## src/rtl/alu_pkg.sv

```systemverilog
// Shared types and constants for the sequential multiplier (mul_unit / mul_logic).
// Build option: define MUL_SIGNED_EN for Booth signed mode; default is unsigned shift-add.
package alu_pkg;

    localparam int DATA_W = 8;
    localparam int ITER_N = 8;
    localparam int CNT_W  = 3;

    typedef enum logic [2:0] {
        IDLE,
        LOAD_Q,
        LOAD_M,
        ITER,
        OUT_HI,
        OUT_LO
    } state_e;

    // Counter value seen in the last ITER cycle.
    localparam logic [CNT_W-1:0] CNT_LAST = CNT_W'(ITER_N - 1);

endpackage : alu_pkg

```

## src/rtl/mul_logic.sv

```systemverilog
// Combinational next-state and per-state control strobes for mul_unit.
// Identical in both MUL_SIGNED_EN modes: only the datapath differs.
module mul_logic
    import alu_pkg::*;
(
    input  state_e             i_state,
    input  logic               i_enable,
    input  logic               i_start,
    input  logic [CNT_W-1:0]   i_cnt,
    output state_e             o_next_state,
    output logic               o_load_q,
    output logic               o_load_m,
    output logic               o_iter_en,
    output logic               o_out_hi,
    output logic               o_out_lo,
    output logic               o_busy
);

    always_comb begin
        // NOTE: every output gets a default first so no path through the case infers a latch.
        o_next_state = i_state;
        o_load_q     = 1'b0;
        o_load_m     = 1'b0;
        o_iter_en    = 1'b0;
        o_out_hi     = 1'b0;
        o_out_lo     = 1'b0;

        case (i_state)
            IDLE:   if (i_start) o_next_state = LOAD_Q;
            LOAD_Q: begin
                o_load_q     = 1'b1;
                o_next_state = LOAD_M;
            end
            LOAD_M: begin
                o_load_m     = 1'b1;
                o_next_state = ITER;
            end
            ITER: begin
                o_iter_en = 1'b1;
                if (i_cnt == CNT_LAST) o_next_state = OUT_HI;
            end
            OUT_HI: begin
                o_out_hi     = 1'b1;
                o_next_state = OUT_LO;
            end
            OUT_LO: begin
                o_out_lo     = 1'b1;
                o_next_state = IDLE;
            end
            default: o_next_state = IDLE;
        endcase

        // Dropping enable aborts from any state and freezes the datapath registers.
        if (!i_enable) begin
            o_next_state = IDLE;
            o_load_q     = 1'b0;
            o_load_m     = 1'b0;
            o_iter_en    = 1'b0;
        end
    end

    assign o_busy = (i_state != IDLE);

endmodule : mul_logic

```

## src/rtl/mul_unit.sv

```systemverilog
// 8x8 -> 16 sequential multiplier: product streamed as high byte then low byte.
// Build option: MUL_SIGNED_EN selects radix-2 Booth (signed); otherwise unsigned shift-add.
module mul_unit
    import alu_pkg::*;
(
    input  logic              clk,
    input  logic              rst_n,
    input  logic              enable,
    input  logic              start,
    input  logic [DATA_W-1:0] in_bus,
    output logic [DATA_W-1:0] out_bus,
    output logic              out_valid,
    output logic              busy,
    output logic              done
);

    state_e             r_state;
    state_e             w_next_state;
    logic [CNT_W-1:0]   r_cnt;
    logic [DATA_W-1:0]  r_a;
    logic [DATA_W-1:0]  r_q;
    logic [DATA_W-1:0]  r_m;
    logic [DATA_W:0]    w_sum;
    logic               w_load_q;
    logic               w_load_m;
    logic               w_iter_en;
    logic               w_out_hi;
    logic               w_out_lo;

`ifdef MUL_SIGNED_EN
    logic               r_q_m1;

    // The add/sub runs one bit wide so the shift brings in the true sign;
    // this keeps (-128)*(-128) exact while A itself stays 8 bits.
    always_comb begin
        unique case ({r_q[0], r_q_m1})
            2'b01:   w_sum = {r_a[DATA_W-1], r_a} + {r_m[DATA_W-1], r_m};
            2'b10:   w_sum = {r_a[DATA_W-1], r_a} - {r_m[DATA_W-1], r_m};
            default: w_sum = {r_a[DATA_W-1], r_a};
        endcase
    end
`else
    logic               r_carry;

    assign w_sum = r_q[0] ? ({1'b0, r_a} + {1'b0, r_m}) : {r_carry, r_a};
`endif

    mul_logic u_logic (
        .i_state      (r_state),
        .i_enable     (enable),
        .i_start      (start),
        .i_cnt        (r_cnt),
        .o_next_state (w_next_state),
        .o_load_q     (w_load_q),
        .o_load_m     (w_load_m),
        .o_iter_en    (w_iter_en),
        .o_out_hi     (w_out_hi),
        .o_out_lo     (w_out_lo),
        .o_busy       (busy)
    );

    // NOTE: sequential state uses non-blocking assignments so every register samples pre-edge values.
    always_ff @(posedge clk or negedge rst_n) begin
        if (!rst_n) r_state <= IDLE;
        else        r_state <= w_next_state;
    end

    always_ff @(posedge clk or negedge rst_n) begin
        if (!rst_n) begin
            r_a   <= '0;
            r_q   <= '0;
            r_m   <= '0;
            r_cnt <= '0;
`ifdef MUL_SIGNED_EN
            r_q_m1 <= 1'b0;
`else
            r_carry <= 1'b0;
`endif
        end else if (w_load_q) begin
            r_q   <= in_bus;
            r_a   <= '0;
            r_cnt <= '0;
`ifdef MUL_SIGNED_EN
            r_q_m1 <= 1'b0;
`else
            r_carry <= 1'b0;
`endif
        end else if (w_load_m) begin
            r_m <= in_bus;
        end else if (w_iter_en) begin
            // One add/sub and one right shift of {A,Q} per cycle.
            r_a   <= w_sum[DATA_W:1];
            r_q   <= {w_sum[0], r_q[DATA_W-1:1]};
            r_cnt <= r_cnt + CNT_W'(1);
`ifdef MUL_SIGNED_EN
            r_q_m1 <= r_q[0];
`else
            r_carry <= 1'b0;
`endif
        end
    end

    assign out_valid = w_out_hi | w_out_lo;
    assign done      = w_out_lo;
    assign out_bus   = w_out_hi ? r_a : (w_out_lo ? r_q : '0);

endmodule : mul_unit
```

## config.mk

```make
export PLATFORM = sky130hd
export DESIGN_NAME = mul_unit
export DESIGN_NICKNAME = d
export VERILOG_FILES = /design/src/rtl/alu_pkg.sv /design/src/rtl/mul_logic.sv /design/src/rtl/mul_unit.sv
export SDC_FILE = /design/constraint.sdc
export NUM_CORES = 1
export LEC_CHECK = 0
export ABC_CLOCK_PERIOD_IN_PS = 3080
export CAP_MARGIN = 20
export CORE_MARGIN = 2
export CORE_UTILIZATION = 55
export DETAILED_ROUTE_END_ITERATION = 10
export PLACE_DENSITY = 0.86
export SYNTH_ARGS = -nofsm -noshare
export SYNTH_HDL_FRONTEND = slang
export SYNTH_SLANG_ARGS = --single-unit
```

## constraint.sdc

```tcl
create_clock -name clk -period 3.08 [get_ports clk]
set_input_delay 0.77 -clock clk [delete_from_list [all_inputs] [get_ports clk]]
set_output_delay 0.77 -clock clk [all_outputs]
set_load 0.005 [all_outputs]
```

**Word level (Yosys, flattened, before mapping)**

Cells that the tools add are included.

- Add/sub/neg operators: 2
- Multiply operators: 0
- Divide/modulo/power cells: 0
- Order comparisons: 0
- Eq/ne operators: 9
- Shift operators: 0
- Muxes and demuxes: 27
- Bitwise operators: 2
- Reduce and logical (&&, ||, !) cells: 6

Operators with widths:

| operator | count |
|---|---|
| $mux 8 | 8 |
| $mux 3 | 6 |
| $pmux 3 s5 | 1 |
| $mux 1 | 11 |
| $add 8x8->9 | 1 |
| $eq 3x3->1 const B | 3 |
| $mux 9 | 1 |
| $eq 3x2->1 const B | 2 |
| $reduce_and 2->1 | 3 |
| $add 3x1->3 const B | 1 |
| $eq 3x1->1 const B | 1 |
| $logic_not 3->1 | 1 |
| $ne 3x2->1 const B | 1 |
| $ne 3x3->1 const B | 1 |
| $reduce_bool 3->1 | 1 |
| $ne 2x1->1 const B | 1 |
| $reduce_bool 2->1 | 1 |
| $not 1->1 | 1 |
| $or 1x1->1 | 1 |

- Flip-flop bits (word level): 31
- Latch bits: 0
- Memory bits (writable): 0
- Memory bits (read-only): 0
- Bits of input ports: 12
- Output and inout bits: 11
- Word-level logic and storage cells: 52
- Memories: 0

**Longest topological paths before layout**

Gate-level depths: netlist of the first run.

- Depth after elaboration: 6
- Mapped depth: 8
- Gate-level depth less buffers: 8

**Cells and area by module**

Synthesis of the first run repeated with hierarchy kept, for this count alone.

- Cells, all modules: 191
- Area total of the unflattened synthesis: 1,883.1 um^2

By module, submodules not included:

| module | times used | cells each | area each (um^2) | sequential area each (um^2) |
|---|---|---|---|---|
| mul_unit | 1 | 171 | 1,751.7 | 750.7 |
| mul_logic | 1 | 20 | 131.4 | 0.0 |

**Least setup slack after synthesis of the first run**

OpenSTA, ideal clock, no wires.

- Path type: flip-flop to flip-flop
- Start point: register r_a[0]
- End point: register r_a[5]
- Setup time: 0.095 ns
- Data arrival time: 1.699 ns
- Required time: 2.985 ns
- Setup slack: 1.286 ns
- Stages on the path, launching flop included: 9
- Path buffers: 0
- Period minus slack after synthesis: 1.794 ns
- Path through: dfrtp_1 ha_1 inv_1 fa_1 nor2b_4 o31a_1 o21a_1 o21a_1 o31ai_1

- Word-level cells in the longest chain between the ends: 5

RTL lines:

| what | RTL line | text |
|---|---|---|
| start: declaration | mul_unit.sv:20 | `logic [DATA_W-1:0] r_a;` |
| start signal: assignment | mul_unit.sv:92 | `r_a <= w_sum[DATA_W:1];` |
| $add 8x8->9 | mul_unit.sv:45 | `assign w_sum = r_q[0] ? ({1'b0, r_a} + {1'b0, r_m}) : {r_carry, r_a};` |
| $mux 9 | mul_unit.sv:45 |  |
| $mux 8 | mul_unit.sv:90 | `end else if (w_iter_en) begin` |
| $mux 8 | mul_unit.sv:88 | `end else if (w_load_m) begin` |
| $mux 8 | mul_unit.sv:79 | `end else if (w_load_q) begin` |

Every way passes these cells. The select of a mux whose other input is x is not followed.
A chain may end at the register's enable or synchronous reset.

**Final worst setup path of the first run**

- Start point: register r_state[0]
- End point: output out_bus[1]

- Word-level cells in the longest chain between the ends: 4
- Elaborated cells between the ends (all ways): 6
- Classes of those cells: eq/ne: 2; mux: 4

RTL lines:

| what | RTL line | text |
|---|---|---|
| start: declaration | mul_unit.sv:17 | `state_e r_state;` |
| start signal: assignment | mul_unit.sv:65 | `else r_state <= w_next_state;` |
| $eq 3x3->1 | mul_logic.sv:28 | `case (i_state)` |
| $mux 1 | mul_logic.sv:28 |  |
| $mux 8 | mul_unit.sv:105 | `assign out_bus = w_out_hi ? r_a : (w_out_lo ? r_q : '0);` |
| $mux 8 (*) | mul_unit.sv:105 |  |
| end: declaration | mul_unit.sv:11 | `output logic [DATA_W-1:0] out_bus,` |

Mark *: on every way between the ends. The rest lies on a longest branch, timed or not.

==> impl_metrics.yaml, run 1 <==
outcome:
  status: "finished clean"
floorplanning:
  start_util: 0.584
  die_width_um: 61.2
  dieArea_um2: 3740
  num_rows: 20
  die_y_um: 61.2
  ios: 23
  core-area_um2: 3080
routing:
  dr_total_vias: 1487
  drt_wl_total_um: 4010
  dr.pass1.iters: 5
  wl_per_cell_um: 15.8
  drtIter0Drc: 56
  viasPerCell: 5.85
  antenna_left: 0
  drcViolationCount: 0
timing:
  hold_violations: 0
  finalCriticalPeriod_ns: 2.82
  tns_ns: 0
  finalClockSkew_ns: 0.0111
  relSlewSlack: 0.485
  fin_crit_sh: 0.916
  clock.fmax_mhz: 354
  rsz0062_at_grt: "false"
  tightestPinTransition_ns: 0.772
  final-max-slew-violation-count: 0
  finalSetupViolCount: 0
synth:
  synth-seq-area-share: 0.418
  synth_area_leaders: "dfrtp_1 (42%), mux2i_1 (11%), ha_1 (7.0%)"
  synth_cell_types: 36
  syn_avg_cell_area_um2: 9.67
  yosysMostFrequentCell: "dfrtp_1"
  ys_warn_count: 0
  async_flop_share: 1.00
  yosysTopAreaCellShare: 0.418
  synth_common_cells: "dfrtp_1 (30), nand2_1 (24), mux2i_1 (19)"
  synth-seq-cells: 30
  synth_edf_count: 0
  synth_top_cell_by_area: "dfrtp_1"
  syn_inst: 186
  syn_nets: 209
  ys.flop_type: "dfrtp_1"
  netlist_area_um2: 1800
clocking:
  clk_pin_slew_ns: 0.10
  cts_buffer_depth: 2
  cts_tree: "built"
  htreeDepth: 2
  insertion_delay_ns: 0.34
  cts-buffers-inserted: 5
  hold_buffers: 0
  cts.repair.resized: 0
  cts.sinks: 30
  cts_setup_buffers: 0
  ctsRootBufferMaster: "clkbuf_4"
grt:
  antenna_found_initial: 0
  grt_pass1_wl_um: 6900
  gr-total-overflow: 0
  grt_pass1_vias: 1482
  grt_use_total: 0.252
  grt_max_degree: 31
layout:
  antennaDiodeCount: 0
  area_growth_pct: 17.9
  drive_gt1_frac: 0.105
  ff_latch_area_um2: 751
  fillers: 240
  fin_cells: 254
  multi_input_area_um2: 988
  fin_nets: 232
setup_path:
  path_buf_inv: 1
  slowest_delay_ns: 0.86
  crit_chain: "mux2i_1 > nor2_1 > clkdlybuf4s50_1"
  rrSetupSlack_ns: 0.95
  cpMaxStageDelayCell: "dfrtp_1"
  required_ns: 2.31
  endpoint_kind: "primary output"
  crit_type: "reg -> out"
  crit_fanout: 16
  cp.arrival_ns: 2.05
  cp-start-kind: "flop"
  critPathTopFamily: "flip-flops"
placed_design:
  hpwl_um: 2790
  place_congestion: 0.848
  place_inst: 246
  port_buffers: 22
power:
  p_leak_nw: 0.942
  ir_worst_vdd_uv: 300
  p_per_area_nw_per_um2: 604
flow_run:
  maxCapViolations: 0
min_path:
  hp-class: "reg -> reg"
[worst min-delay path: stages (launching register included)]
cell	delay, ns
dfrtp_1	0.37
nand2_1	0.05
nand2_1	0.05
[power by group]
group          leakage [nW]  switching (mW)  internal, mW
Clock                0.0353           0.149         0.111
Combinational         0.519           0.223         0.217
Sequential            0.388          0.0860         0.495
Total                 0.942           0.458         0.823
[final timing paths]
kind | cells past startpoint | from | endpoint
min in group asynchronous | 2 | rst_n | r_a[3]$_DFFE_PN0P_
hold reg to reg | 2 | r_cnt[2]$_DFFE_PN0P_ | r_cnt[2]$_DFFE_PN0P_
hold / removal | 2 | r_cnt[2]$_DFFE_PN0P_ | r_cnt[2]$_DFFE_PN0P_
max in group asynchronous | 2 | rst_n | r_m[6]$_DFFE_PN0N_
setup / recovery | 3 | r_state[0]$_DFFE_PN0P_ | out_bus[1]
setup reg to reg | 3 | r_state[0]$_DFFE_PN0P_ | r_q[1]$_DFFE_PN0P_
[kinds of logic (layout without fill, tap and decap cells)]
| family | count (synthesis) | after routing | synth area share |
|---|---|---|---|
| AND/OR/NAND/NOR | 62 | 62 | 0.171 |
| AO/OA/AOI/OAI | 40 | 40 | 0.134 |
| flip-flops | 30 | 30 | 0.418 |
| multiplexers | 26 | 26 | 0.150 |
| buffers and inverters | 14 | 38 | 0.0327 |
| adder cells (fa/ha/maj) | 11 | 11 | 0.0807 |
| XOR/XNOR | 3 | 3 | 0.0146 |
[metrics by stage]
stage	setup WS, ns	util	area, um^2	hold WS (ns)	total power, mW
global route	0.177	0.689	2120	0.548	1.37
CTS	0.278	0.689	2120	0.497	1.28
finish	0.259	0.689	2120	0.493	1.28
floorplan	1.29	-	1800	0.443	0.898
global placement	0.720	0.669	2060	0.457	0.990
detailed placement	0.650	0.669	2060	0.475	1.02
[cell usage in the layout (no fill, tap or decap), drive strengths merged, types with 3 or more instances in the layout]
master         count
ha                10
a21oi              6
o21ai             18
clkdlybuf4s50     22
dfrtp             30
mux2i             19
buf                4
nand2             24
inv                4
clkbuf             7
nor3               4
nand3              6
mux2               7
nor2              14
o22ai              4
o21a               3
[per-layer routing]
layer | GRT usage | up-vias | routed length [um]
met5 | 0 | - | 0
met2 | 0.433 | 51 | 1990
li1 | - | 707 | -
met3 | 0.0441 | 8 | 216
met1 | 0.322 | 721 | 1760
met4 | 0.0839 | 0 | 46
[area by class of cell]
type / instances / area share
multi-input cells: 142 / 0.466
flip-flops and latches: 30 / 0.354
repair buffers: 26 / 0.118
clock buffers: 7 / 0.0260
well taps: 44 / 0.0260
inverters: 4 / 0.00708
clock inverters: 1 / 0.00236
[state kept, by name, indices dropped and copies added, names as in the netlist]
| signal | count |
|---|---|
| r_a | 8 |
| r_m | 8 |
| r_q | 8 |
| r_cnt | 3 |
| r_state | 3 |
No activity file was read; power rests on OpenSTA's default activity.
==> run 2: changes to the inputs <==
--- a/config.mk
+++ b/config.mk
@@ -10,7 +10,8 @@
 export CORE_MARGIN = 2
 export CORE_UTILIZATION = 55
 export DETAILED_ROUTE_END_ITERATION = 10
-export PLACE_DENSITY = 0.86
+export HOLD_SLACK_MARGIN = 0.05
+export PLACE_DENSITY = 0.79
 export SYNTH_ARGS = -nofsm -noshare
 export SYNTH_HDL_FRONTEND = slang
 export SYNTH_SLANG_ARGS = --single-unit
==> impl_metrics.yaml, run 2 (synthesis gave the netlist of run 1 again) <==
outcome:
  status: "finished clean"
setup_path:
  cp-start-kind: "flop"
  cpMaxStageDelayCell: "dfrtp_1"
  crit_fanout: 15
  required_ns: 2.31
  rr_startpoint: "r_state[0]$_DFFE_PN0P_"
  cp-startpoint: "r_state[1]$_DFFE_PN0P_"
  reg2reg_to: "r_q[1]$_DFFE_PN0P_"
  cp.arrival_ns: 2.15
  endpoint_kind: "primary output"
  crit_type: "reg -> out"
  rrSetupSlack_ns: 1.00
  crit_chain: "nand2b_1 > inv_1 > and2_1 > clkdlybuf4s50_1"
  slowest_delay_ns: 0.62
  ff2ff_path_depth: 3
routing:
  drcViolationCount: 0
  wl_per_cell_um: 16.2
  dr.pass1.iters: 4
  drt_wl_total_um: 4110
  dr_total_vias: 1456
  drtIter0Drc: 72
  viasPerCell: 5.75
  antenna_left: 0
timing:
  fin_crit_sh: 0.947
  finalSetupViolCount: 0
  finalCriticalPeriod_ns: 2.92
  fin_ws_ns: 0.165
  tightestPinTransition_ns: 0.776
  rsz0062_at_grt: "false"
  hold_violations: 0
  hold_ws_ns: 0.483
  final-max-slew-violation-count: 0
  finalClockSkew_ns: 0.00685
  relSlewSlack: 0.482
  tns_ns: 0
  clock.fmax_mhz: 343
grt:
  grt_max_degree: 31
  antenna_found_initial: 0
  grt_use_total: 0.264
  grt_pass1_wl_um: 7060
  gr-total-overflow: 0
  grt_pass1_vias: 1480
layout:
  final_cell_mix: "dfrtp_1 (30), nand2_1 (24), clkdlybuf4s50_1 (22), mux2i_1 (19), o21ai_0 (18)"
  biggestRegsByFlops: "r_a (8), r_m (8), r_q (8)"
  multi_input_area_um2: 988
  antennaDiodeCount: 0
  fillers: 242
  area_growth_pct: 18.4
  final_common_cell: "dfrtp_1"
  drive_gt1_frac: 0.105
  fin_cells: 253
  fin_nets: 231
  design_area_um2: 2130
  ff_latch_area_um2: 751
  utilization: 0.692
floorplanning:
  start_util: 0.584
  ios: 23
  dieArea_um2: 3740
  num_rows: 20
  die_y_um: 61.2
  core-area_um2: 3080
  die_width_um: 61.2
clocking:
  clk_pin_slew_ns: 0.10
  cts_setup_buffers: 0
  cts.sinks: 30
  cts_tree: "built"
  cts_buffer_depth: 2
  cts.repair.resized: 0
  htreeDepth: 2
  hold_buffers: 0
  insertion_delay_ns: 0.35
  ctsRootBufferMaster: "clkbuf_4"
  cts-buffers-inserted: 5
placed_design:
  dpl_cell_area_um2: 2050
  hpwl_um: 2900
  place_inst: 245
  post-place-ws_ns: 0.569
  place_congestion: 0.849
  port_buffers: 22
power:
  p_leak_nw: 0.947
  ir_worst_vdd_uv: 431
  p_per_area_nw_per_um2: 625
  p_total_mw: 1.33
min_path:
  holdPathEnd: "r_cnt[1]$_DFFE_PN0P_"
  hold_depth: 2
  hp-start: "r_cnt[1]$_DFFE_PN0P_"
  hp-class: "reg -> reg"
flow_run:
  maxCapViolations: 0
run 2: cell types whose count changed in the layout (fill, tap and decap cells not counted):
cell | before | now
buf_4 | 4 | 3
bufinv_16 | 0 | 1
clkbuf_1 | 1 | 0
clkbuf_8 | 1 | 0
clkinv_2 | 1 | 2
run 2: power breakdown:
group          internal, mW  switching, mW
registers             0.494          0.112
clock network         0.168          0.146
logic                 0.212          0.198
total                 0.875          0.457
run 2: final cells by class:
class / count / share of cell area
Sequential cell: 30 / 0.353
Tap cell: 44 / 0.0259
Inverter: 4 / 0.00705
Clock inverter: 3 / 0.0188
Multi-Input combinational cell: 142 / 0.464
Clock buffer: 5 / 0.0176
Timing Repair Buffer: 25 / 0.114
run 2: per-layer routing:
metal / global-route usage / vias up / part of all wire
met4: 0.0994 / 0 / 0.014
met5: 0 / - / 0
met1: 0.340 / 694 / 0.44
met3: 0.0756 / 8 / 0.056
li1: - / 706 / -
met2: 0.422 / 48 / 0.49
run 2: worst max path at each step:
| stage | slack (ns) | depth (start not counted) | to |
|---|---|---|---|
| 2_1_floorplan | 1.29 | 8 | r_a[5]$_DFFE_PN0P_ |
| 3_3_place_gp | 0.62 | 4 | done |
| 3_5_place_dp | 0.57 | 4 | done |
| 4_1_cts | 0.18 | 4 | done |
| 5_1_grt | 0.05 | 4 | done |
| 6_report | 0.16 | 4 | done |
run 2: worst max-delay path: cells and delay by family (launching register included):
| family | cells | cell delay, ns |
|---|---|---|
| and+or+nand+nor | 2 | 0.64 |
| DFF | 1 | 0.62 |
| buffers and inverters | 2 | 0.55 |
==> edit 1, RTL diff (settings of run 2) <==
Add an input register stage for `enable`, `start` and `in_bus`; this delays them by one clock.
--- a/src/rtl/mul_unit.sv
+++ b/src/rtl/mul_unit.sv
@@ -13,6 +13,16 @@
     output logic              busy,
     output logic              done
 );
+
+    logic enable_q;
+    logic start_q;
+    logic [DATA_W-1:0] in_bus_q;
+
+    always_ff @(posedge clk) begin
+        enable_q <= enable;
+        start_q  <= start;
+        in_bus_q <= in_bus;
+    end
 
     state_e             r_state;
     state_e             w_next_state;
@@ -47,8 +57,8 @@
 
     mul_logic u_logic (
         .i_state      (r_state),
-        .i_enable     (enable),
-        .i_start      (start),
+        .i_enable     (enable_q),
+        .i_start      (start_q),
         .i_cnt        (r_cnt),
         .o_next_state (w_next_state),
         .o_load_q     (w_load_q),
@@ -77,7 +87,7 @@
             r_carry <= 1'b0;
 `endif
         end else if (w_load_q) begin
-            r_q   <= in_bus;
+            r_q   <= in_bus_q;
             r_a   <= '0;
             r_cnt <= '0;
 `ifdef MUL_SIGNED_EN
@@ -86,7 +96,7 @@
             r_carry <= 1'b0;
 `endif
         end else if (w_load_m) begin
-            r_m <= in_bus;
+            r_m <= in_bus_q;
         end else if (w_iter_en) begin
             // One add/sub and one right shift of {A,Q} per cycle.
             r_a   <= w_sum[DATA_W:1];
Check against the original RTL: not equivalent (a bounded check fails within 4 cycles, from zero or initial values and one cycle with rst_n low).
==> edit 1 against run 2 <==
First-iteration DRC count up 25%; largest cell class unchanged; critical path type unchanged; wire length down 6.7%; worst setup slack better by 0.24 ns; design area up 12%; non-clock buffer count down 1; clock skew down 0.00057 ns; utilization down 3.9 points; power up 9.7%; cell count up 6.3%; synthesized area up 16%; sequential cell count up 10.
==> edit 1: results (changes against run 2) <==
timing:
  finClkSkew_ns: 0.00628  # -0.000572 ns
  worstMarginPinSlew_ns: 0.689  # -0.0870 ns
  whs_ns: 0.467  # -0.0160 ns
  fin_crit_sh_pct: 87.0  # -7.7 points
drt:
  route.vias.total: 1467  # +0.76%
  drtIter0Drc: 90  # +25%
  wirelength_um: 3840  # -6.7%
  drcViolationCount: 0  # unchanged
synth:
  synth.area.top_cells: "dfrtp_1 36%, dfxtp_1 9.6%, mux2i_1 8.2%"
  yosysWarnings: 0  # unchanged
  synth_commonest_cells: "30 x dfrtp_1, 24 x nor2_1, 19 x nand2_1, 17 x mux2i_1, 12 x a21oi_1"
  yosysSeqAreaShare_pct: 45.6  # +3.9 points
  synthDistinctLibCells: 43  # +19%
  syn_nets: 223  # +6.7%
  synthArstFlopShare_pct: 75.0  # -25 points
  synth_cells: 200  # +7.5%
critical_path:
  crit_family: "flip-flops"
  reg2reg_to: "r_a[7]"
  cp_max_fo: 16  # +1
  cp_slowest_stage_delay_ns: 0.79  # +0.17 ns
  critical_path_arrival_ns: 1.91  # -0.24 ns
  reg2reg_depth: 8  # +5
  rr_startpoint: "r_a[0]"
  reg2reg_slack_ns: 1.10  # +0.10 ns
layout:
  fin_nets: 243  # +5.2%
  drive_gt1_share_pct: 11.8  # +1.2 points
  fin_cells: 269  # +6.3%
hold_path:
  hold_path.startpoint: "in_bus_q[1]"
  hold_end: "r_m[1]"
place:
  placed_cell_area_sq_um: 2300  # +12%
  io_buffer_count: 22  # unchanged
  placed_cells: 261  # +6.5%
  hpwl_um: 2570  # -11%
  gp_congestion: 0.834  # -1.7%
  post-place-ws_ns: 0.747  # +0.178 ns
status:
  status: "completed"
power_and_ir_drop:
  leakage_nw: 1.05  # +11%
  ir_drop_mv: 0.383  # -11%
grt:
  grt_first_pass_wirelength_um: 6490  # -8.0%
  grt_pass1_vias: 1423  # -3.9%
  track_usage_pct: 20.5  # -5.9 points
cts:
  path_clk_slew_ns: 0.08  # -0.02 ns
  cts_root_buf: "clkbuf_8"
  clk-insertion-delay-late_ns: 0.30  # -0.05 ns
edit 1: cell types whose count changed in the layout (fill, tap and decap cells not counted), moves of 6 or more:
cell	run 2	this run
mux2_4	0	7
o21ai_0	18	11
nor2_1	14	24
dfxtp_1	0	10
clkbuf_8	0	6
mux2_2	7	0
a21oi_1	6	12
edit 1: kinds of logic after synthesis:
group,Yosys count,synth area share (%)
and+or+nand+nor,60,14.1
AOI/OAI and AO/OA,42,12.8
DFF,40,45.6
muxes,24,13.2
buffers and inverters,18,5.17
adders and majority gates,11,6.97
xor gates and xnor gates,5,2.10
edit 1: metal layers:
layer	part of all wire (%)	wire [um]	GRT usage [%]
met5	0	0	0
met4	2.3	88	10.7
met3	4.4	167	4.62
met2	46	1760	32.0
met1	47	1820	26.5
edit 1: final cells by class:
type / instances / area [sq um]
inverter: 7 / 26.3
tap: 48 / 60.1
timing repair buffer: 24 / 235
fill: 287 / 1270
clock buffer: 6 / 82.6
sequential: 40 / 951
multi-input combinational: 142 / 1020
clock inverter: 2 / 10.0
edit 1: worst min-delay path, cell delays in order, from the launching register on:
cell,delay [ns]
dfxtp_1,0.31
nand2_1,0.05
o21ai_0,0.06
edit 1: worst max path at each step:
stage	from	endpoint	cells past startpoint
finish	r_state[0]	out_bus[6]	3
floorplan	r_a[0]	r_a[7]	8
global route	r_state[0]	out_bus[6]	3
global placement	r_state[0]	out_bus[6]	3
CTS	r_state[0]	out_bus[6]	3
detailed placement	r_state[0]	out_bus[6]	3
edit 1: power breakdown:
group          internal (mW)  switching [mW]
logic                  0.213           0.187
clock network          0.179           0.181
registers              0.613          0.0885
total                   1.00           0.456
==> edit 2, RTL diff (settings of run 2) <==
Without the edit above. `DATA_W`: 8 -> 6.
--- a/src/rtl/alu_pkg.sv
+++ b/src/rtl/alu_pkg.sv
@@ -2,7 +2,7 @@
 // Build option: define MUL_SIGNED_EN for Booth signed mode; default is unsigned shift-add.
 package alu_pkg;
 
-    localparam int DATA_W = 8;
+    localparam int DATA_W = 6;
     localparam int ITER_N = 8;
     localparam int CNT_W  = 3;
 
Interface: changed (resized in_bus and out_bus); port bits go from 23 to 19. No check against the original RTL was run, so the function may have changed too.
==> edit 2 against run 2 <==
Die area fell by 18%; highest routed layer unchanged; via count fell by 24%; synthesized area fell by 19%; largest power group unchanged; non-clock buffer count fell by 5; critical path type unchanged; sequential cell count fell by 6; power fell by 32%; hold slack improved by 0.028 ns; critical endpoint is now out_bus[2]; worst setup slack improved by 0.29 ns; wire length fell by 29%; design area fell by 20%.
==> edit 2: results (changes against run 2) <==
synth:
  synth_xor_area_share_pct: 1.80  # +0.34 points
  synth_cells: 143  # -23%
  synth.area.top_cells: "dfrtp_1 41%, mux2i_1 9.6%, ha_1 6.9%"
  yosysSeqAreaShare_pct: 41.2  # -0.55 points
  synth_commonest_cells: "24 x dfrtp_1, 15 x o21ai_0, 14 x mux2i_1, 14 x nand2_1, 13 x nor2_1"
  synth_compound_area_share_pct: 12.0  # -1.3 points
  synth.area.mux_share_pct: 15.8  # +0.83 points
  synthDistinctLibCells: 34  # -5.6%
  syn_nets: 162  # -22%
  synth_fa_ha_area_share_pct: 8.24  # +0.17 points
cts:
  numCtsBuffers: 3  # -2
  cts_root_buf: "clkbuf_4"
  htree_levels: 1  # -1
  clk-insertion-delay-late_ns: 0.31  # -0.04 ns
grt:
  grt_max_degree: 28  # -9.7%
  track_usage_pct: 20.1  # -6.2 points
  grt_use_met3_pct: 3.51  # -4.1 points
  grt_use_met1_pct: 25.7  # -8.3 points
  grt_pass1_vias: 1102  # -26%
  grt_use_met2_pct: 35.7  # -6.5 points
  grt_first_pass_wirelength_um: 5010  # -29%
critical_path:
  cp_slowest_stage_delay_ns: 0.75  # +0.13 ns
  crit_end: "out_bus[2]"
  rr_startpoint: "r_a[0]"
  reg2reg_slack_ns: 1.22  # +0.22 ns
  crit_family: "flip-flops"
  reg2reg_to: "r_a[5]"
  critical_path_arrival_ns: 1.86  # -0.29 ns
  reg2reg_depth: 6  # +3
  crit_start: "r_state[0]"
drt:
  met2WireLength_um: 1480  # -27%
  avgViaCountPerCell: 5.85  # +1.6%
  wirelength_um: 2920  # -29%
  drtIter0Drc: 26  # -64%
  wl_met1_um: 1270  # -29%
  wl_met3_um: 143  # -38%
  firstDrtPassIters: 8  # +4
status:
  status: "completed"
power_and_ir_drop:
  p_switching_mw: 0.272  # -41%
  power_per_cell_area_nw_per_um2: 529  # -15%
  clock_power_mw: 0.229  # -27%
  share_comb_of_total_power_pct: 26.1  # -4.7 points
  ir_drop_mv: 0.470  # +8.9%
  leakage_nw: 0.769  # -19%
place:
  post-place-ws_ns: 0.802  # +0.234 ns
  gp_congestion: 0.778  # -8.3%
  placed_cell_area_sq_um: 1650  # -20%
  io_buffer_count: 18  # -18%
  hpwl_um: 2140  # -26%
timing:
  finClkSkew_ns: 0.00408  # -0.00278 ns
  worst_slack_ns: 0.453  # +0.288 ns
  worstMarginPinSlew_ns: 0.598  # -0.179 ns
layout:
  fin_nets: 179  # -23%
  drive_gt1_share_pct: 11.3  # +0.79 points
  fin_cells: 189  # -25%
  top_regs: "r_a (6), r_m (6), r_q (6)"
hold_path:
  hold_class: "register to register"
edit 2: cell count changes after synthesis, moves of 3 or more:
cell | run 2 | this run
nor3_1 | 4 | 0
o21a_1 | 3 | 0
dfrtp_1 | 30 | 24
clkbuf_1 | 5 | 2
nand2_1 | 24 | 14
nand3_1 | 6 | 0
o21ai_0 | 18 | 15
o22ai_1 | 4 | 0
mux2i_1 | 19 | 14
edit 2: area by class of cell:
class                      count  area (sq um)
clock buffer                   3          22.5
clock inverter                 1          30.0
fill                         208           800
inverter                       4          15.0
multi-input combinational    107           800
sequential                    24           601
tap                           30          37.5
timing repair buffer          20           195
edit 2: worst min path at each step:
stage	startpoint	endpoint	slack, ns	cells after the start
after floorplan	r_cnt[1]	r_cnt[1]	0.45	2
after global placement	r_cnt[1]	r_cnt[1]	0.47	2
after detailed placement	r_cnt[1]	r_cnt[1]	0.48	2
after CTS	r_cnt[1]	r_cnt[1]	0.51	2
after global routing	r_cnt[2]	r_cnt[2]	0.55	2
final	r_cnt[2]	r_cnt[2]	0.51	2
